[config.mk]
export PLATFORM = sky130hd
export DESIGN_NAME = scv_apu_mbox
export DESIGN_NICKNAME = d
export VERILOG_FILES = /design/src/rtl/scv_apu_mbox.sv
export SDC_FILE = /design/constraint.sdc
export NUM_CORES = 1
export LEC_CHECK = 0
export CORE_ASPECT_RATIO = 0.75
export CORE_MARGIN = 5
export CORE_UTILIZATION = 60
export DETAILED_ROUTE_END_ITERATION = 12
export DONT_BUFFER_PORTS = 1
export HOLD_SLACK_MARGIN = 0.06
export PLACE_DENSITY = 0.82
export SLEW_MARGIN = 20
export SYNTH_ARGS = -nofsm -noshare
export SYNTH_HDL_FRONTEND = slang
export SYNTH_SLANG_ARGS = --single-unit
[constraint.sdc]
create_clock -name CLK -period 2.74 [get_ports CLK]
set_input_delay 0 -clock CLK [delete_from_list [all_inputs] [get_ports CLK]]
set_output_delay 0 -clock CLK [all_outputs]
set_load 0.005 [all_outputs]
[src/rtl/scv_apu_mbox.sv]
// CPU-to-APU sound command mailbox: buffers uPD7801 writes to the uPD1771C port A
// as a small FIFO. Each byte is consumed by a rising edge on the APU's PB0 acknowledge.
module scv_apu_mbox #(
    parameter int DEPTH_LOG2 = 2
) (
    input  logic                  CLK,
    input  logic                  RES,
    input  logic                  CP2_NEGEDGE,
    input  logic                  SCPUB,
    input  logic                  WRB,
    input  logic [7:0]            DB_I,
    input  logic                  APU_RESB,
    input  logic                  APU_ACK,
    output logic [7:0]            APU_DB,
    output logic                  APU_VALID,
    output logic                  CPU_BUSY,
    output logic [DEPTH_LOG2:0]   LEVEL,
    output logic                  OVF
);

    localparam int DEPTH = 1 << DEPTH_LOG2;
    localparam logic [DEPTH_LOG2:0] DEPTH_L = (DEPTH_LOG2 + 1)'(DEPTH);

    logic [7:0]            mem [DEPTH];
    logic [DEPTH_LOG2-1:0] wr;
    logic [DEPTH_LOG2-1:0] rd;
    logic [7:0]            last_db;
    logic                  arm;
    logic                  ack_q;

    logic bus_sel;
    logic push_try;
    logic ack_rise;
    logic full;
    logic empty;
    logic run;
    logic push;
    logic pop;
    logic ovf_set;

    // Handshake: APU_VALID high means APU_DB holds an unconsumed byte; the APU
    // consumes it with a rising edge on APU_ACK. Edges while empty are ignored.
    always_comb begin
        bus_sel  = ~SCPUB & ~WRB;
        push_try = CP2_NEGEDGE & bus_sel & arm;
        ack_rise = APU_ACK & ~ack_q;
        full     = (LEVEL == DEPTH_L);
        empty    = (LEVEL == '0);
        run      = ~RES & APU_RESB;
        pop      = run & ack_rise & ~empty;
        push     = run & push_try & (~full | pop);
        ovf_set  = run & push_try & full & ~pop;
    end

    // Empty port keeps showing the last consumed byte, like the old write latch.
    assign APU_DB    = empty ? last_db : mem[rd];
    assign APU_VALID = ~empty;
    assign CPU_BUSY  = full | APU_ACK;

    always_ff @(posedge CLK) begin
        if (push) begin
            mem[wr] <= DB_I;
        end
    end

    always_ff @(posedge CLK) begin
        if (RES) begin
            wr      <= '0;
            rd      <= '0;
            LEVEL   <= '0;
            last_db <= 8'h00;
            arm     <= 1'b1;
            ack_q   <= 1'b0;
            OVF     <= 1'b0;
        end else begin
            ack_q <= APU_ACK;
            if (!APU_RESB) begin
                // Flush keeps OVF so the CPU can still see a lost command.
                wr      <= '0;
                rd      <= '0;
                LEVEL   <= '0;
                last_db <= 8'h00;
                arm     <= 1'b1;
            end else begin
                // One push per bus write cycle: re-arm only on a strobe outside a write.
                if (push_try) begin
                    arm <= 1'b0;
                end else if (CP2_NEGEDGE && !bus_sel) begin
                    arm <= 1'b1;
                end
                if (push) begin
                    wr <= wr + 1'b1;
                end
                if (pop) begin
                    rd      <= rd + 1'b1;
                    last_db <= mem[rd];
                end
                if (push && !pop) begin
                    LEVEL <= LEVEL + 1'b1;
                end else if (pop && !push) begin
                    LEVEL <= LEVEL - 1'b1;
                end
                if (ovf_set) begin
                    OVF <= 1'b1;
                end
            end
        end
    end

endmodule

### Word level (Yosys, flattened, before mapping)

Memory sizes are Yosys's and may differ from the RTL's. A register that Yosys moved wholly into a read port is not among the register bits.
Cells that the tools add are included.

* memories: 1
* input bits: 15
* ROM bits: 0
* register bits after elaboration: 18
* bits in writable memories: 32
* output and inout port bits: 14
* logic and storage cells: 54
* latch bits: 0

* muxes and demuxes: 9
* equal/unequal tests: 1
* reductions and logical operators: 11
* shifts and indexed selects: 0
* bitwise logic cells: 21
* add/subtract/negate cells: 4
* $mul: 0
* div/mod/pow operators: 0
* order comparisons: 0

Memories
* mem: depth 4, bits a word 8, read ports 1, clocked after Yosys merged registers in 1, wr ports 1, RTL line 24 `logic [7:0] mem [DEPTH];`

Operators by type and width (number)
* $and A1 B1 Y1: 11
* $mux W8: 1
* $not A1 Y1: 8
* $mux W3: 2
* $add A2 B1 Y2 const B: 2
* $mux W1: 4
* $mux W2: 2
* $reduce_bool A2 Y1: 2
* $add A3 B1 Y3 const B: 1
* $eq A3 B3 Y1 const B: 1
* $logic_and A1 B1 Y1: 3
* $logic_not A1 Y1: 3
* $logic_not A3 Y1: 1
* $sub A3 B1 Y3 const B: 1
* $or A1 B1 Y1: 2
* $reduce_and A2 Y1: 1
* $reduce_or A2 Y1: 1

### Logic depth before layout (Yosys ltp)

* word-level depth: 10
* mapped depth: 10
* gate-level depth less buffers: 8

### Worst setup path before layout

OpenSTA, ideal clock, no wires.

* kind: flip-flop to flip-flop
* from: reg LEVEL[0]
* to: reg LEVEL[2]
* buffers on the path: 2
* required time: 2.670 ns
* stages on the path, launching flop included: 11
* setup time: 0.070 ns
* setup slack: 0.412 ns
* clock period less this slack: 2.328 ns
* arrival: 2.258 ns
* cell sequence: dfxtp_1 -> or3_1 -> buf_6 -> nand2_1 -> buf_4 -> ha_1 -> inv_1 -> fa_1 -> xor2_1 -> or3_1 -> a21oi_1

* word-level cells in the longest chain between the ends: 8
* elaborated cells between the ends (all ways): 16
* classes of those cells: 2 x add/sub; 1 x eq/ne; 2 x mux; 5 x bitwise; 6 x reduce/logical

RTL lines
* from (decl): RTL line 17 `output logic [DEPTH_LOG2:0] LEVEL,`
* from (signal assigned): RTL line 99 `LEVEL <= LEVEL + 1'b1;`
* from (signal assigned): RTL line 101 `LEVEL <= LEVEL - 1'b1;`
* $logic_not A3 Y1: RTL line 48 `empty = (LEVEL == '0);`
* $not A1 Y1: RTL line 50 `pop = run & ack_rise & ~empty;`
* $and A1 B1 Y1: RTL line 50
* $or A1 B1 Y1: RTL line 51 `push = run & push_try & (~full | pop);`
* $and A1 B1 Y1: RTL line 51
* $logic_not A1 Y1: RTL line 100 `end else if (pop && !push) begin`
* $logic_and A1 B1 Y1: RTL line 100
* $reduce_bool A2 Y1 (no source line)

Parallel ways exist; a longest one is shown, timed or not. The select of a mux whose other input is x is not followed.
A chain may end at the register's enable or synchronous reset.

### Worst setup path in the final report

* from: reg ack_q
* to: reg LEVEL[2]

* word-level cells in the longest chain between the ends: 9
* elaborated cells between the ends (all ways): 12
* classes of those cells: 1 x mux; 6 x bitwise; 5 x reduce/logical

RTL lines
* from (decl): RTL line 29 `logic ack_q;`
* from (signal assigned): RTL line 73 `ack_q <= 1'b0;`
* from (signal assigned): RTL line 76 `ack_q <= APU_ACK;`
* $not A1 Y1 (*): RTL line 46 `ack_rise = APU_ACK & ~ack_q;`
* $and A1 B1 Y1 (*): RTL line 46
* $and A1 B1 Y1 (*) (2 in series): RTL line 50
* $or A1 B1 Y1 (*): RTL line 51
* $and A1 B1 Y1 (*): RTL line 51
* named net push: RTL line 37 `logic push;`
* $logic_not A1 Y1: RTL line 100
* $logic_and A1 B1 Y1: RTL line 100
* $reduce_bool A2 Y1 (no source line)

Mark *: on every way through the listed nets, which the timed path passes. The rest lies on a longest branch.

==> run_results.csv <==
group,metric,value,unit
grt,grt_max_degree,19,
worst_setup_path,worstPathMaxFanout,13,
flow_run,drv_cap,0,
placed_design,post-dp-hpwl,2740,um
synthesis,synth_nets,158,
floorplan,num_rows,19,
clocking,cts-buffers-inserted,5,
grt,antenna_found_initial,0,
worst_setup_path,path_cells,"and4bb_2 > o211a_1 > ha_1 > inv_1 > fa_1 > xor2_1 > or3_1 > a21oi_1",
timing,max_freq,407,MHz
timing,finalCritPeriodShare,89.7,%
timing,tightest_slew,0.566,ns
worst_setup_path,max_stage_delay,0.45,ns
cells_and_area,fin_util,68.2,%
pwr,cellPowerDensity,529,nW/um2
routing,avgRoutedWirePerCell,19.1,um
worst_setup_path,critPathTopFamily,"simple AND/OR/NAND/NOR gates",
cells_and_area,fill_cells,243,
timing,slew_headroom,62.2,%
routing,dr_total_vias,1231,
worst_setup_path,critical_path_class,"reg -> reg",
synthesis,ys.flop_type,"edfxtp_1",
synthesis,synth_top_family_by_area,"multiplexers",
worst_setup_path,startpoint_type,"flop",
synthesis,synth-async-reset-ratio,0,%
clocking,path_clk_slew,0.09,ns
synthesis,synthSimpleGateAreaFrac,8.91,%
timing,hold_viol,0,
synthesis,synth-compound-area-share,5.58,%
floorplan,dieHeight,62.2,um
clocking,htreeDepth,2,
routing,drc,0,
pwr,leakage,0.903,nW
grt,grt_pass1_vias,1278,
synthesis,synth-edff-count,32,
timing,setup_violations,0,
synthesis,synthAdderAreaFrac,3.80,%
clocking,cts_resized,0,
placed_design,dp_cells,185,
floorplan,start_util,60.6,%
cells_and_area,synthToLayoutAreaGrowth,12.5,%
grt,grt_overflow,0,
synthesis,synth-seq-cells,52,
run_status,status,"complete, no violations",
synthesis,synth_xor_area_share,0.805,%
floorplan,coreArea,3590,um2
clocking,clk_latency,0.29,ns
timing,fin_setup_tns,0,ns
grt,grt_usage,17.6,%
timing,min_period,2.46,ns
synthesis,yosysSeqAreaShare,62.6,%
cells_and_area,finish.net_count,177,
routing,wl,4000,um
cells_and_area,n_antenna_cell,0,
synthesis,ys_warn_count,0,
cells_and_area,finalNonFillerCells,209,
cells_and_area,final_common_cell,"edfxtp_1",
clocking,ctsHoldBuffers,16,
clocking,cts_setup_buffers,0,
clocking,tritoncts,"done",
timing,rsz0062_at_grt,"no",
synthesis,muxShareOfSynthArea,15.2,%
worst_setup_path,cp.arrival,2.67,ns
synthesis,avgSynthCellArea,15.9,um2
cells_and_area,drive_above_1_share,17.8,%
worst_setup_path,cp.required,2.95,ns
routing,vias_per_cell,5.89,
clocking,cts.sinks,52,
floorplan,die_area,4940,um2
worst_hold_path,hold_path_class,"in -> out",
synthesis,synth_area,2180,um2
pwr,ir_drop,0.411,mV
worst_setup_path,cp-end-kind,"flop",
worst_setup_path,slowest_stage,"and4bb_2",
synthesis,postSynthCellCount,137,
floorplan,num_io_pins,29,
routing,drtPass1Iterations,4,
clocking,cts_buffer_depth,2,
routing,antenna_left,0,
cells_and_area,mostFrequentLayoutCells,"edfxtp_1 (32), dfxtp_1 (20), dlygate4sd3_1 (16)",
floorplan,fp.dieW,79.5,um
placed_design,portBuffers,0,
clocking,clock-root-buffer,"clkbuf_8",
synthesis,synthDistinctLibCells,33,
grt,grt_pass1_wl,6510,um
timing,skew,0.00744,ns
placed_design,gp_congestion,0.753,
timing,drv_slew,0,
routing,drt_iter0_markers,118,
worst_setup_path,critPathBufInv,1,
[where the power goes]
part / internal (mW) / switching [mW] / total (mW)
Clock: 0.180 / 0.227 / 0.406
Sequential: 0.832 / 0.00234 / 0.834
Combinational: 0.0285 / 0.0256 / 0.0541
[final cells by class]
type                    count  area (um2)  share of cell area, %
flip-flops and latches     52        1360                   55.6
repair buffers             19         183                   7.46
well taps                  52        65.1                   2.66
multi-input cells          75         747                   30.5
clock buffers               7        76.3                   3.12
clock inverters             1        5.00                  0.204
inverters                   3        11.3                  0.460
[logic make-up after synthesis]
logic type | count (synthesis)
DFF | 52
and+or+nand+nor | 31
muxes | 21
AOI/OAI and AO/OA | 15
buffers and inverters | 10
adders and majority gates | 6
xor gates and xnor gates | 2
[metrics by stage]
stage          hold slack (ns)  setup WS, ns  power (mW)  cell area, um2
4_1_cts                 0.0984         0.323        1.30            2450
2_1_floorplan           0.0716         0.412       0.877            2180
5_1_grt                  0.109        0.0731        1.35            2450
6_report                0.0970         0.281        1.29            2450
3_3_place_gp            0.0736         0.471       0.881            2210
3_5_place_dp            0.0751         0.346       0.883            2210
[path summary, 6_finish.rpt]
path,from,end,slack [ns],cells past startpoint
hold / removal,APU_ACK,CPU_BUSY,0.1,1
setup reg to reg,ack_q,LEVEL[2],0.28,8
setup / recovery,ack_q,LEVEL[2],0.28,8
hold reg to reg,rd[1],rd[1],0.46,1
[flip-flops by register name, summed over array words and instances, names as in the netlist, named ones only]
signal and count:
mem 32, last_db 8, LEVEL 3, rd 2
wr 2, OVF 1, ack_q 1, arm 1
[cell usage after synthesis (3+ instances only)]
| cell type | instances | area share [%] |
|---|---|---|
| a31o_1 | 8 | 3.2 |
| and2_1 | 4 | 1.1 |
| and3_1 | 8 | 2.3 |
| clkbuf_1 | 3 | 0.52 |
| dfxtp_1 | 20 | 18 |
| edfxtp_1 | 32 | 44 |
| ha_1 | 5 | 2.9 |
| inv_1 | 3 | 0.52 |
| mux2_2 | 5 | 2.6 |
| mux2_4 | 3 | 2.1 |
| mux2i_1 | 5 | 2.3 |
| mux4_2 | 8 | 8.3 |
| nand2_1 | 4 | 0.69 |
| nand2b_1 | 3 | 0.86 |
[worst reg2reg max path, stage by stage, from the launching register on]
cell	delay, ns
dfxtp_1	0.30
and4bb_2	0.45
o211a_1	0.32
ha_1	0.23
inv_1	0.06
fa_1	0.38
xor2_1	0.16
or3_1	0.30
a21oi_1	0.19
[metal layers]
layer  track usage [%]  up-vias  part of all wire [%]
met2              28.2       44                    50
met5                 0        -                     0
met3              4.19        6                   6.6
li1                  -      561                     -
met1              22.8      620                    42
met4              7.30        0                   1.5
(Power assumes the default switching activity.)
